[config.mk]
export PLATFORM = sky130hd
export DESIGN_NAME = serial_adder_ctrl
export DESIGN_NICKNAME = d
export VERILOG_FILES = /design/src/rtl/serial_adder_ctrl.sv
export SDC_FILE = /design/constraint.sdc
export NUM_CORES = 1
export LEC_CHECK = 0
export CAP_MARGIN = 20
export CORE_MARGIN = 2
export CORE_UTILIZATION = 40
export DETAILED_ROUTE_END_ITERATION = 8
export SETUP_SLACK_MARGIN = 0.3
export SLEW_MARGIN = 20
export SYNTH_ARGS = -nofsm -noshare
export SYNTH_HDL_FRONTEND = slang
export SYNTH_HIERARCHICAL = 1
export SYNTH_SLANG_ARGS = --single-unit
export TNS_END_PERCENT = 1
[constraint.sdc]
create_clock -name clk -period 1.64 [get_ports clk]
set_clock_uncertainty 0.2 [all_clocks]
set_input_delay 0.164 -clock clk [delete_from_list [all_inputs] [get_ports clk]]
set_output_delay 0.164 -clock clk [all_outputs]
set_load 0.02 [all_outputs]
[src/rtl/serial_adder_ctrl.sv]
// Bit-serial adder: one full adder, LSB first; done WIDTH+1 cycles after start, start ignored while busy.
// Optional SERIAL_ADD_OVF_EN adds a registered signed-overflow output (ovf).

module full_adder (
  input  logic a,
  input  logic b,
  input  logic cin,
  output logic sum,
  output logic carry
);
  assign sum   = a ^ b ^ cin;
  assign carry = (a & b) | (cin & (a ^ b));
endmodule

module serial_adder_ctrl #(
  parameter int WIDTH = 8
) (
  input  logic             clk,
  input  logic             rst,
  input  logic             start,
  input  logic [WIDTH-1:0] a,
  input  logic [WIDTH-1:0] b,
  input  logic             cin,
  output logic             busy,
  output logic             done,
  output logic [WIDTH-1:0] sum,
  output logic             carry
`ifdef SERIAL_ADD_OVF_EN
  ,
  output logic             ovf
`endif
);
  localparam int CW = (WIDTH > 1) ? $clog2(WIDTH) : 1;
  localparam logic [CW-1:0] LAST = CW'(WIDTH - 1);

  typedef enum logic [1:0] {IDLE, RUN, DONE} state_t;

  state_t           state, state_nxt;
  logic [WIDTH-1:0] a_reg, b_reg, part;
  logic [CW-1:0]    cnt;
  logic             carry_ff;
  logic             fa_sum, fa_carry;
  logic             accept, last_bit;

  full_adder u_fa (
    .a     (a_reg[0]),
    .b     (b_reg[0]),
    .cin   (carry_ff),
    .sum   (fa_sum),
    .carry (fa_carry)
  );

  assign accept   = start && ((state == IDLE) || (state == DONE));
  assign last_bit = (cnt == LAST);

  always_ff @(posedge clk) begin
    if (rst) state <= IDLE;
    else     state <= state_nxt;
  end

  always_comb begin
    state_nxt = state;
    case (state)
      IDLE:    if (start) state_nxt = RUN;
      RUN:     if (last_bit) state_nxt = DONE;
      DONE:    state_nxt = start ? RUN : IDLE;
      default: state_nxt = IDLE;
    endcase
  end

  always_comb begin
    busy = (state == RUN);
    done = (state == DONE);
  end

  // Result outputs update only on the completing edge, so partial sums never leak out.
  always_ff @(posedge clk) begin
    if (rst) begin
      a_reg    <= '0;
      b_reg    <= '0;
      part     <= '0;
      cnt      <= '0;
      carry_ff <= 1'b0;
      sum      <= '0;
      carry    <= 1'b0;
`ifdef SERIAL_ADD_OVF_EN
      ovf      <= 1'b0;
`endif
    end else if (accept) begin
      a_reg    <= a;
      b_reg    <= b;
      carry_ff <= cin;
      cnt      <= '0;
      part     <= '0;
    end else if (state == RUN) begin
      a_reg    <= a_reg >> 1;
      b_reg    <= b_reg >> 1;
      part     <= {fa_sum, part[WIDTH-1:1]};
      carry_ff <= fa_carry;
      cnt      <= cnt + 1'b1;
      if (last_bit) begin
        sum   <= {fa_sum, part[WIDTH-1:1]};
        carry <= fa_carry;
`ifdef SERIAL_ADD_OVF_EN
        // carry_ff here is the carry into the sign bit.
        ovf   <= carry_ff ^ fa_carry;
`endif
      end
    end
  end
endmodule

==> results.txt, run 1 <==
status = finished, final reports clean
crit path launch = sum[7]$_SDFFE_PP0P_
RSZ-0062 raised after global routing = yes
worst hold path type = input pin to flip-flop
Crit path depth = 1
Final ANT Viol Nets = 0
GPL Wtd Cong = 0.7448
Final period util = 0.9683
final wirelength = 3143 µm
Overflow after GRT = 0
via count = 1303
fin nets = 231
reg2reg end = a_reg[3]$_SDFFE_PP0P_
fraction of the mapped netlist area in compound gates = 0.1452
critical path arrival = 1220 ps
Max-slew headroom = 0.7367
gr usage total = 0.1613
Reg2Reg Launch Point = state[1]$_SDFFE_PP0P_
switch share = 0.2335
Synth async-reset ratio = 0
Cells after Synth = 176
DRT Pass-1 Iters = 4
Boundary Pins = 31
main combinational cell family by area after synthesis = simple AND/OR/NAND/NOR gates
Min Clock Period, post-route = 1588 ps
Post-Synth Simple-Gate Area = 0.2354
Seq/Total Area, Yosys = 0.4988
DP HPWL = 2086 µm
Clk pin slew, worst setup/hold paths = 70 ps
port bufs = 30
Avg Synthesized Cell Area = 8.666 µm²
initial antenna violation count = 0
Die Ht = 65.75 µm
DP Cell Count = 248
synth unique cells = 25
CTS tree = built
drt wl/cell = 12.23 µm
site row count = 22
R2R Setup Slk = 150 ps
CTS buffer count = 5
clock buffer depth = 2
1st-iter DRT viols = 68
post-synthesis net count = 199
setup TNS = 0 ps
Top FF cell, synth = dfxtp_1
Critical Path Sink = sum[7]
drc violations = 0
DIE AREA = 0.004323 mm²
vias in the first global route = 1234
number of max-cap violations = 0
Layout Cells excl Fill = 257
CP cell instances = clkdlybuf4s50_1
setup violators final = 0
final core occ = 0.5386
fmax = 629.8 MHz
Internal = 1.512 mW
Synth Register Bits = 38
H-tree depth = 2
Cell Area, Synth = 0.001525 mm²
worst slew pin tran = 394.9 ps
Lkg Pwr = 0.7232 nW
Core Region = 0.003661 mm²
Fin Hold WS = 230.7 ps
first-pass GRT wire length = 5333 µm
final number of max-transition violations = 0
buffers and inverters on the worst path = 1
Final Hold Fails = 0
largest net degree at the start of global routing = 36
share of cells above drive strength 1 = 0.09569
Worst setup SP type = flip-flop
CTS root buffer = clkbuf_8
maximum VDD drop = 0.6152 mV
critical path type = flip-flop to output port
crit path max fanout = 2
post-synthesis mux area share = 0.006563
Top delay family on crit path = buffers and inverters
area delta synth->final = 29.29%
yosys warns = 6
power share of the combinational group = 0.125
Crit. End Element = output port
CTS Hold Bufs = 0
Post-synth EDFFs = 0
Post-Synth Adder-Cell Area = 0.02953
Seq pwr share = 0.503
Starting Density = 0.4166
XOR/XNOR Fraction of Synth Area = 0.005742
ant diodes = 0
clock share of power = 0.372
Via-to-Cell Ratio = 5.070
Psw = 460.4 µW
Critical-path top delay cell = clkdlybuf4s50_1
cell count of the worst reg-to-reg path = 4
Data required, critical path = 1280 ps
Crit path largest cell delay = 600 ps
die width = 65.75 µm
clk_lat worst skew = 290 ps
leading cell types in the layout, fill and taps excluded = nand2_1, dfxtp_1, clkdlybuf4s50_1, a21oi_1, nor3_1
P per Cell Area = 1000 mW/mm²
Num Clock Sinks = 38
==> cells in the mapped netlist (5+ instances only) <==
library cell   n  share of area
nand2_1       38          0.094
o22ai_1        8          0.033
nor3_1        17          0.056
nor2_1         8          0.020
buf_6          6          0.044
a21oi_1       21          0.069
nand3_1       12          0.039
dfxtp_1       38           0.50
a311oi_1       5          0.029
==> kinds of logic after synthesis <==
kind of cell               count (synthesis)
DFF                                       38
muxes                                      1
buffers and inverters                     15
xor gates and xnor gates                   1
and+or+nand+nor                           81
adders and majority gates                  3
AOI/OAI and AO/OA                         37
==> power groups by stage <==
stage	clock, mW	sequential, mW	combinational, mW
after global routing	0.798	0.998	0.267
after floorplan	0	1.01	0.174
final	0.734	0.992	0.246
after detailed placement	0	1.01	0.246
after global placement	0	1.01	0.240
after CTS	0.753	0.992	0.247
==> final cells by class <==
cell class              count  area, µm²
clock buffers               8      110.1
fillers                   354       1689
inverters                   1      11.26
multi-input cells         123      644.4
flip-flops and latches     38      760.7
well taps                  48      60.06
repair buffers             39      385.4
==> tightest hold or removal path: cells and delay by family <==
family,cells,cell delay (ps)
buf+inv,1,400
compound gates,1,50
simple gates,1,60
==> metrics by stage <==
stage | setup WS, ps | total power [mW] | cell area [µm²]
detailed placement | 23.84 | 1.259 | 1849
global route | 1.788 | 2.063 | 1972
CTS | 35.36 | 1.992 | 1958
global placement | 48.77 | 1.251 | 1849
finish | 52.07 | 1.972 | 1972
floorplan | 298.0 | 1.181 | 1529
==> per-layer routing <==
| metal | global-route usage | wire length [µm] |
|---|---|---|
| met4 | 0.04688 | 35 |
| met5 | 0 | 0 |
| met3 | 0.05308 | 164 |
| met2 | 0.2689 | 1480 |
| met1 | 0.1972 | 1463 |
==> worst min-delay path by stage <==
stage,from,endpoint,slack [ps],depth (start not counted)
after CTS,a[7],a_reg[7]$_SDFFE_PP0P_,230,3
after floorplan,a[7],a_reg[7]$_SDFFE_PP0P_,100,2
after global routing,a[7],a_reg[7]$_SDFFE_PP0P_,240,3
after detailed placement,sum[5]$_SDFFE_PP0P_,sum[5]$_SDFFE_PP0P_,250,2
after global placement,cnt[1]$_SDFFE_PP0N_,cnt[1]$_SDFFE_PP0N_,250,2
final,a[7],a_reg[7]$_SDFFE_PP0P_,230,3
==> timing repair <==
action,in CTS,in global routing
buffers inserted,0,1
resized for setup,5,2
endpoints found under the setup margin,48,49
(Power assumes the default switching activity.)
==> inputs of run 2 (changes only) <==
- PLACE_DENSITY_LB_ADDON: not set -> 0.15
==> results.txt, run 2 (synthesized netlist as in run 1, its figures left out) <==
critical path type = flip-flop to flip-flop (was flip-flop to output port)
CP cell instances = ha_4 -> ha_4 -> nand3b_1 -> buf_6 -> nand2_2 -> a21oi_2 (was clkdlybuf4s50_1)
Crit path largest cell delay = 360 ps (was 600 ps)
Internal = 1.571 mW (was 1.512 mW)
Final period util = 0.8562 (was 0.9683)
Boundary Pins = 31 (unchanged)
1st-iter DRT viols = 97 (was 68)
Placed Area = 0.001859 mm² (was 0.001849 mm²)
setup violators final = 0 (unchanged)
power share of the combinational group = 0.141 (was 0.125)
setup TNS = 0 ps (unchanged)
worst hold path type = input pin to flip-flop (unchanged)
Psw = 482.2 µW (was 460.4 µW)
vias in the first global route = 1204 (was 1234)
site row count = 22 (unchanged)
Max-slew headroom = 0.8466 (was 0.7367)
Clk pin slew, worst setup/hold paths = 70 ps (about the same)
CTS buffer count = 5 (unchanged)
Finished Cell Area = 0.002178 mm² (was 0.001972 mm²)
initial antenna violation count = 0 (unchanged)
fmax = 712.2 MHz (was 629.8 MHz)
via count = 1314 (was 1303)
Lkg Pwr = 0.8957 nW (was 0.7232 nW)
crit path max fanout = 9 (was 2)
commonest non-fill, non-tap cell in the layout = dfxtp_1
final number of max-transition violations = 0 (unchanged)
CTS root buffer = clkbuf_8 (unchanged)
status = finished, final reports clean (unchanged)
buffers and inverters on the worst path = 1 (unchanged)
Top delay family on crit path = flip-flops (was buffers and inverters)
port bufs = 30 (unchanged)
layer with the highest usage = met2 (unchanged)
clock share of power = 0.373 (was 0.372)
share of cells above drive strength 1 = 0.2594 (was 0.09569)
Top cell by count, worst path = ha_4
number of max-cap violations = 0 (unchanged)
H-tree depth = 2 (unchanged)
Layout Cells excl Fill = 260 (was 257)
Crit. End Element = flip-flop (was output port)
clk_lat worst skew = 290 ps (about the same)
routing usage on met1 = 0.1964 (was 0.1972)
Starting Density = 0.4166 (unchanged)
worst slew pin tran = 229.7 ps (was 394.9 ps)
grt met3 use = 0.07192 (was 0.05308)
Overflow after GRT = 0 (unchanged)
ant diodes = 0 (unchanged)
die width = 65.75 µm (unchanged)
Data required, critical path = 1660 ps (was 1280 ps)
fillcell total = 310 (was 354)
gr usage total = 0.1632 (was 0.1613)
first-pass GRT wire length = 5313 µm (was 5333 µm)
Fin Hold WS = 210.1 ps (was 230.7 ps)
CTS tree = built (unchanged)
RSZ-0062 raised after global routing = yes (unchanged)
Num Clock Sinks = 38 (unchanged)
leading cell types in the layout, fill and taps excluded = dfxtp_1, nand2_1, clkdlybuf4s50_1, nor3_1, a21oi_1 (was nand2_1, dfxtp_1, clkdlybuf4s50_1, a21oi_1, nor3_1)
clock buffer depth = 2 (unchanged)
Seq pwr share = 0.487 (was 0.503)
Worst setup SP type = flip-flop (unchanged)
Final Hold Fails = 0 (unchanged)
fin nets = 234 (was 231)
maximum VDD drop = 0.5151 mV (was 0.6152 mV)
Core Region = 0.003661 mm² (unchanged)
area delta synth->final = 42.82% (was 29.29%)
Min Clock Period, post-route = 1404 ps (was 1588 ps)
grt met2 use = 0.2626 (was 0.2689)
DIE AREA = 0.004323 mm² (unchanged)
DRT Pass-1 Iters = 4 (unchanged)
final wirelength = 3229 µm (was 3143 µm)
Via-to-Cell Ratio = 5.054 (was 5.070)
switch share = 0.2348 (was 0.2335)
P per Cell Area = 942.6 mW/mm² (was 1000 mW/mm²)
DP Cell Count = 251 (was 248)
GPL Wtd Cong = 0.7229 (was 0.7448)
Critical-path top delay cell = dfxtp_4 (was clkdlybuf4s50_1)
drt wl/cell = 12.42 µm (was 12.23 µm)
Die Ht = 65.75 µm (unchanged)
largest net degree at the start of global routing = 27 (was 36)
DP HPWL = 2207 µm (was 2086 µm)
critical path arrival = 1430 ps (was 1220 ps)
Final ANT Viol Nets = 0 (unchanged)
drc violations = 0 (unchanged)
## run 2: power groups by stage
stage | combinational [mW] | sequential (mW) | clock [mW]
final | 0.289 | 0.999 | 0.765
after global routing | 0.319 | 1.00 | 0.825
after CTS | 0.247 | 0.992 | 0.785
after detailed placement | 0.247 | 1.01 | 0
after global placement | 0.241 | 1.01 | 0
after floorplan | 0.174 | 1.01 | 0
## run 2: final timing paths
check | start | to | slack, ps | cells after the start
worst max register to register | cnt[0]$_SDFFE_PP0N_ | sum[6]$_SDFFE_PP0P_ | 240 | 6
worst min-delay path | start | part[7]$_SDFFE_PP0N_ | 210 | 4
worst min register to register | sum[5]$_SDFFE_PP0P_ | sum[5]$_SDFFE_PP0P_ | 260 | 2
worst max-delay path | cnt[0]$_SDFFE_PP0N_ | sum[6]$_SDFFE_PP0P_ | 240 | 6
## run 2: timing repair
action,in CTS,in global routing
hold buffers,0,0
gates resized for setup,4,70
buffers inserted,0,1
endpoints found under the setup margin,48,49
pin swaps,0,16
## run 2: final cells by class
cell class | count | area [µm²] | share of cell area
Sequential cell | 38 | 773.2 | 0.3550
Inverter | 1 | 11.26 | 0.005169
Clock buffer | 7 | 76.32 | 0.03504
Tap cell | 48 | 60.06 | 0.02757
Multi-Input combinational cell | 123 | 784.5 | 0.3601
Clock inverter | 1 | 30.03 | 0.01379
Timing Repair Buffer | 42 | 442.9 | 0.2033
## run 2: layer usage
layer,up-vias,part of all wire
met5,-,0
met4,0,0.014
met3,5,0.050
met2,23,0.47
met1,603,0.47
li1,683,-
## run 2: worst reg2reg max path, stage by stage, from the launching register on
cell and delay (ps):
dfxtp_4 360, ha_4 160, ha_4 150, nand3b_1 110, buf_6 170, nand2_2 60
a21oi_2 130
## run 2: stage by stage
stage / utilization / setup WS [ps] / power (mW)
floorplan: - / 298.0 / 1.181
global placement: 0.5079 / 53.41 / 1.252
detailed placement: 0.5079 / 22.47 / 1.261
CTS: 0.5362 / 35.65 / 2.025
global route: 0.5950 / 159.1 / 2.148
finish: 0.5950 / 235.9 / 2.053
==> inputs of run 3 (changes only) <==
--- a/config.mk
+++ b/config.mk
@@ -6,5 +6,4 @@
 export NUM_CORES = 1
 export LEC_CHECK = 0
-export CAP_MARGIN = 20
 export CORE_MARGIN = 2
 export CORE_UTILIZATION = 40
--- a/constraint.sdc
+++ b/constraint.sdc
@@ -3,3 +3,3 @@
 set_input_delay 0.164 -clock clk [delete_from_list [all_inputs] [get_ports clk]]
 set_output_delay 0.164 -clock clk [all_outputs]
-set_load 0.02 [all_outputs]
+set_load 0.1 [all_outputs]
==> results.txt, run 3 (synthesized netlist as in run 1, its figures left out) <==
status = finished, final reports clean (unchanged)
critical path arrival = 1060 ps (was 1430 ps)
Hold Path Cell Cnt = 3 (was 4)
Reg2Reg Launch Point = cnt[0]$_SDFFE_PP0N_ (unchanged)
via count = 1348 (was 1314)
leading cell types in the layout, fill and taps excluded = nand2_1, dfxtp_1, a21oi_1, clkdlybuf4s50_1, nor3_1 (was dfxtp_1, nand2_1, clkdlybuf4s50_1, nor3_1, a21oi_1)
Min Clock Period, post-route = 1425 ps (was 1404 ps)
Data required, critical path = 1280 ps (was 1660 ps)
critical path type = flip-flop to output port (was flip-flop to flip-flop)
CTS tree = built (unchanged)
DIE AREA = 0.004323 mm² (unchanged)
Starting Density = 0.4166 (unchanged)
final number of max-transition violations = 0 (unchanged)
vias in the first global route = 1366 (was 1204)
Worst Hold Path EP = a_reg[7]$_SDFFE_PP0P_ (was part[7]$_SDFFE_PP0N_)
CTS buffer count = 5 (unchanged)
CP cell instances = nand2b_4 -> inv_16 -> buf_16 (was ha_4 -> ha_4 -> nand3b_1 -> buf_6 -> nand2_2 -> a21oi_2)
DP Worst Slack = 0.4018 ps (was 22.47 ps)
Overflow after GRT = 0 (unchanged)
clock share of power = 0.333 (was 0.373)
fin nets = 233 (was 234)
DRT Pass-1 Iters = 4 (unchanged)
setup violators final = 0 (unchanged)
setup TNS = 0 ps (unchanged)
Boundary Pins = 31 (unchanged)
R2R Setup Slk = 230 ps (was 240 ps)
area delta synth->final = 40.20% (was 42.82%)
Clk pin slew, worst setup/hold paths = 70 ps (about the same)
Max-slew headroom = 0.7577 (was 0.8466)
fin worst setup slack = 214.8 ps (was 235.9 ps)
Final period util = 0.8690 (was 0.8562)
share of cells above drive strength 1 = 0.1896 (was 0.2594)
CTS Hold Bufs = 0 (unchanged)
Critical-path top delay cell = dfxtp_2 (was dfxtp_4)
cell count of the worst reg-to-reg path = 6 (unchanged)
clock buffer depth = 2 (unchanged)
CTS root buffer = clkbuf_8 (unchanged)
power share of the combinational group = 0.150 (was 0.141)
Final Hold Fails = 0 (unchanged)
Seq pwr share = 0.517 (was 0.487)
Top delay family on crit path = flip-flops (unchanged)
GPL Wtd Cong = 0.7544 (was 0.7229)
drt wl/cell = 13.12 µm (was 12.42 µm)
die width = 65.75 µm (unchanged)
Lkg Pwr = 0.7580 nW (was 0.8957 nW)
Psw = 482.5 µW (was 482.2 µW)
Core Region = 0.003661 mm² (unchanged)
1st-iter DRT viols = 43 (was 97)
commonest non-fill, non-tap cell in the layout = nand2_1 (was dfxtp_1)
P per Cell Area = 900.6 mW/mm² (was 942.6 mW/mm²)
final core occ = 0.5841 (was 0.5950)
Placed Area = 0.001957 mm² (was 0.001859 mm²)
RSZ-0062 raised after global routing = yes (unchanged)
worst hold path type = input pin to flip-flop (unchanged)
fmax = 701.6 MHz (was 712.2 MHz)
number of max-cap violations = 0 (unchanged)
site row count = 22 (unchanged)
Crit. End Element = output port (was flip-flop)
H-tree depth = 2 (unchanged)
clk_lat worst skew = 280 ps (was 290 ps)
min-delay src = a[7] (was start)
switch share = 0.2505 (was 0.2348)
maximum VDD drop = 0.6806 mV (was 0.5151 mV)
port bufs = 30 (unchanged)
drc violations = 0 (unchanged)
ant diodes = 0 (unchanged)
final wirelength = 3399 µm (was 3229 µm)
reg2reg end = sum[7]$_SDFFE_PP0P_ (was sum[6]$_SDFFE_PP0P_)
Crit path largest cell delay = 330 ps (was 360 ps)
Worst setup SP type = flip-flop (unchanged)
buffers and inverters on the worst path = 2 (was 1)
worst slew pin tran = 363.5 ps (was 229.7 ps)
Via-to-Cell Ratio = 5.205 (was 5.054)
Num Clock Sinks = 38 (unchanged)
gr usage total = 0.1794 (was 0.1632)
DP HPWL = 2244 µm (was 2207 µm)
fillcell total = 329 (was 310)
initial antenna violation count = 0 (unchanged)
largest net degree at the start of global routing = 29 (was 27)
Final ANT Viol Nets = 0 (unchanged)
Finished Cell Area = 0.002138 mm² (was 0.002178 mm²)
first-pass GRT wire length = 5878 µm (was 5313 µm)
Die Ht = 65.75 µm (unchanged)
crit path max fanout = 3 (was 9)
Internal = 1.443 mW (was 1.571 mW)
-- run 3: repair_timing --
item / 4_1_cts / 5_1_grt
pin swaps: 2 / 0
setup buffers: 5 / 0
cloned: 1 / 0
resized for setup: 10 / 4
endpoints found under the setup margin: 39 / 37
-- run 3: through the flow --
step	std cells	total power, mW	hold slack (ps)
2_1_floorplan	176	1.195	100.0
3_3_place_gp	245	1.268	245.5
3_5_place_dp	245	1.277	258.6
4_1_cts	259	1.944	246.4
5_1_grt	259	2.024	272.7
6_report	259	1.926	247.4
-- run 3: worst max-delay path by stage --
stage                          startpoint               endpoint  slack (ps)  cells past startpoint
finish              state[1]$_SDFFE_PP0P_                   busy         210                      3
CTS                 state[1]$_SDFFE_PP0P_                   busy         210                      3
global route        state[1]$_SDFFE_PP0P_                   busy         160                      3
floorplan              carry$_SDFFE_PP0P_     carry$_SDFFE_PP0P_         200                      2
detailed placement                  start  b_reg[7]$_SDFFE_PP0P_         0.4                      5
global placement                    start  b_reg[7]$_SDFFE_PP0P_          70                      5
-- run 3: layer usage --
layer  routed length (µm)  up-vias  part of all wire  track usage
met4                   52        0             0.015      0.03906
met2                 1841       37              0.54       0.3396
met1                 1356      629              0.40       0.1888
met5                    0        -                 0            0
met3                  149        9             0.044      0.06164
li1                     -      673                 -            -
-- run 3: layout make-up --
cell class	count	area (µm²)	share of cell area
flip-flops and latches	38	768.2	0.3593
multi-input cells	123	668.1	0.3125
repair buffers	40	521.8	0.2440
clock buffers	7	86.33	0.04037
well taps	48	60.06	0.02809
inverters	1	20.02	0.009362
repair inverters	1	8.758	0.004096
clock inverters	1	5.005	0.002341
-- run 3: power by group through the flow --
stage          sequential, mW  combinational [mW]  clock [mW]
6_report                0.996               0.288       0.642
5_1_grt                  1.00               0.316       0.707
4_1_cts                 0.995               0.289       0.661
3_5_place_dp             1.01               0.263           0
3_3_place_gp             1.01               0.256           0
2_1_floorplan            1.01               0.187           0
-- run 3: worst min-delay path: stages --
cell and delay, ps:
clkdlybuf4s50_1 400, nand2_1 70, a21oi_1 50
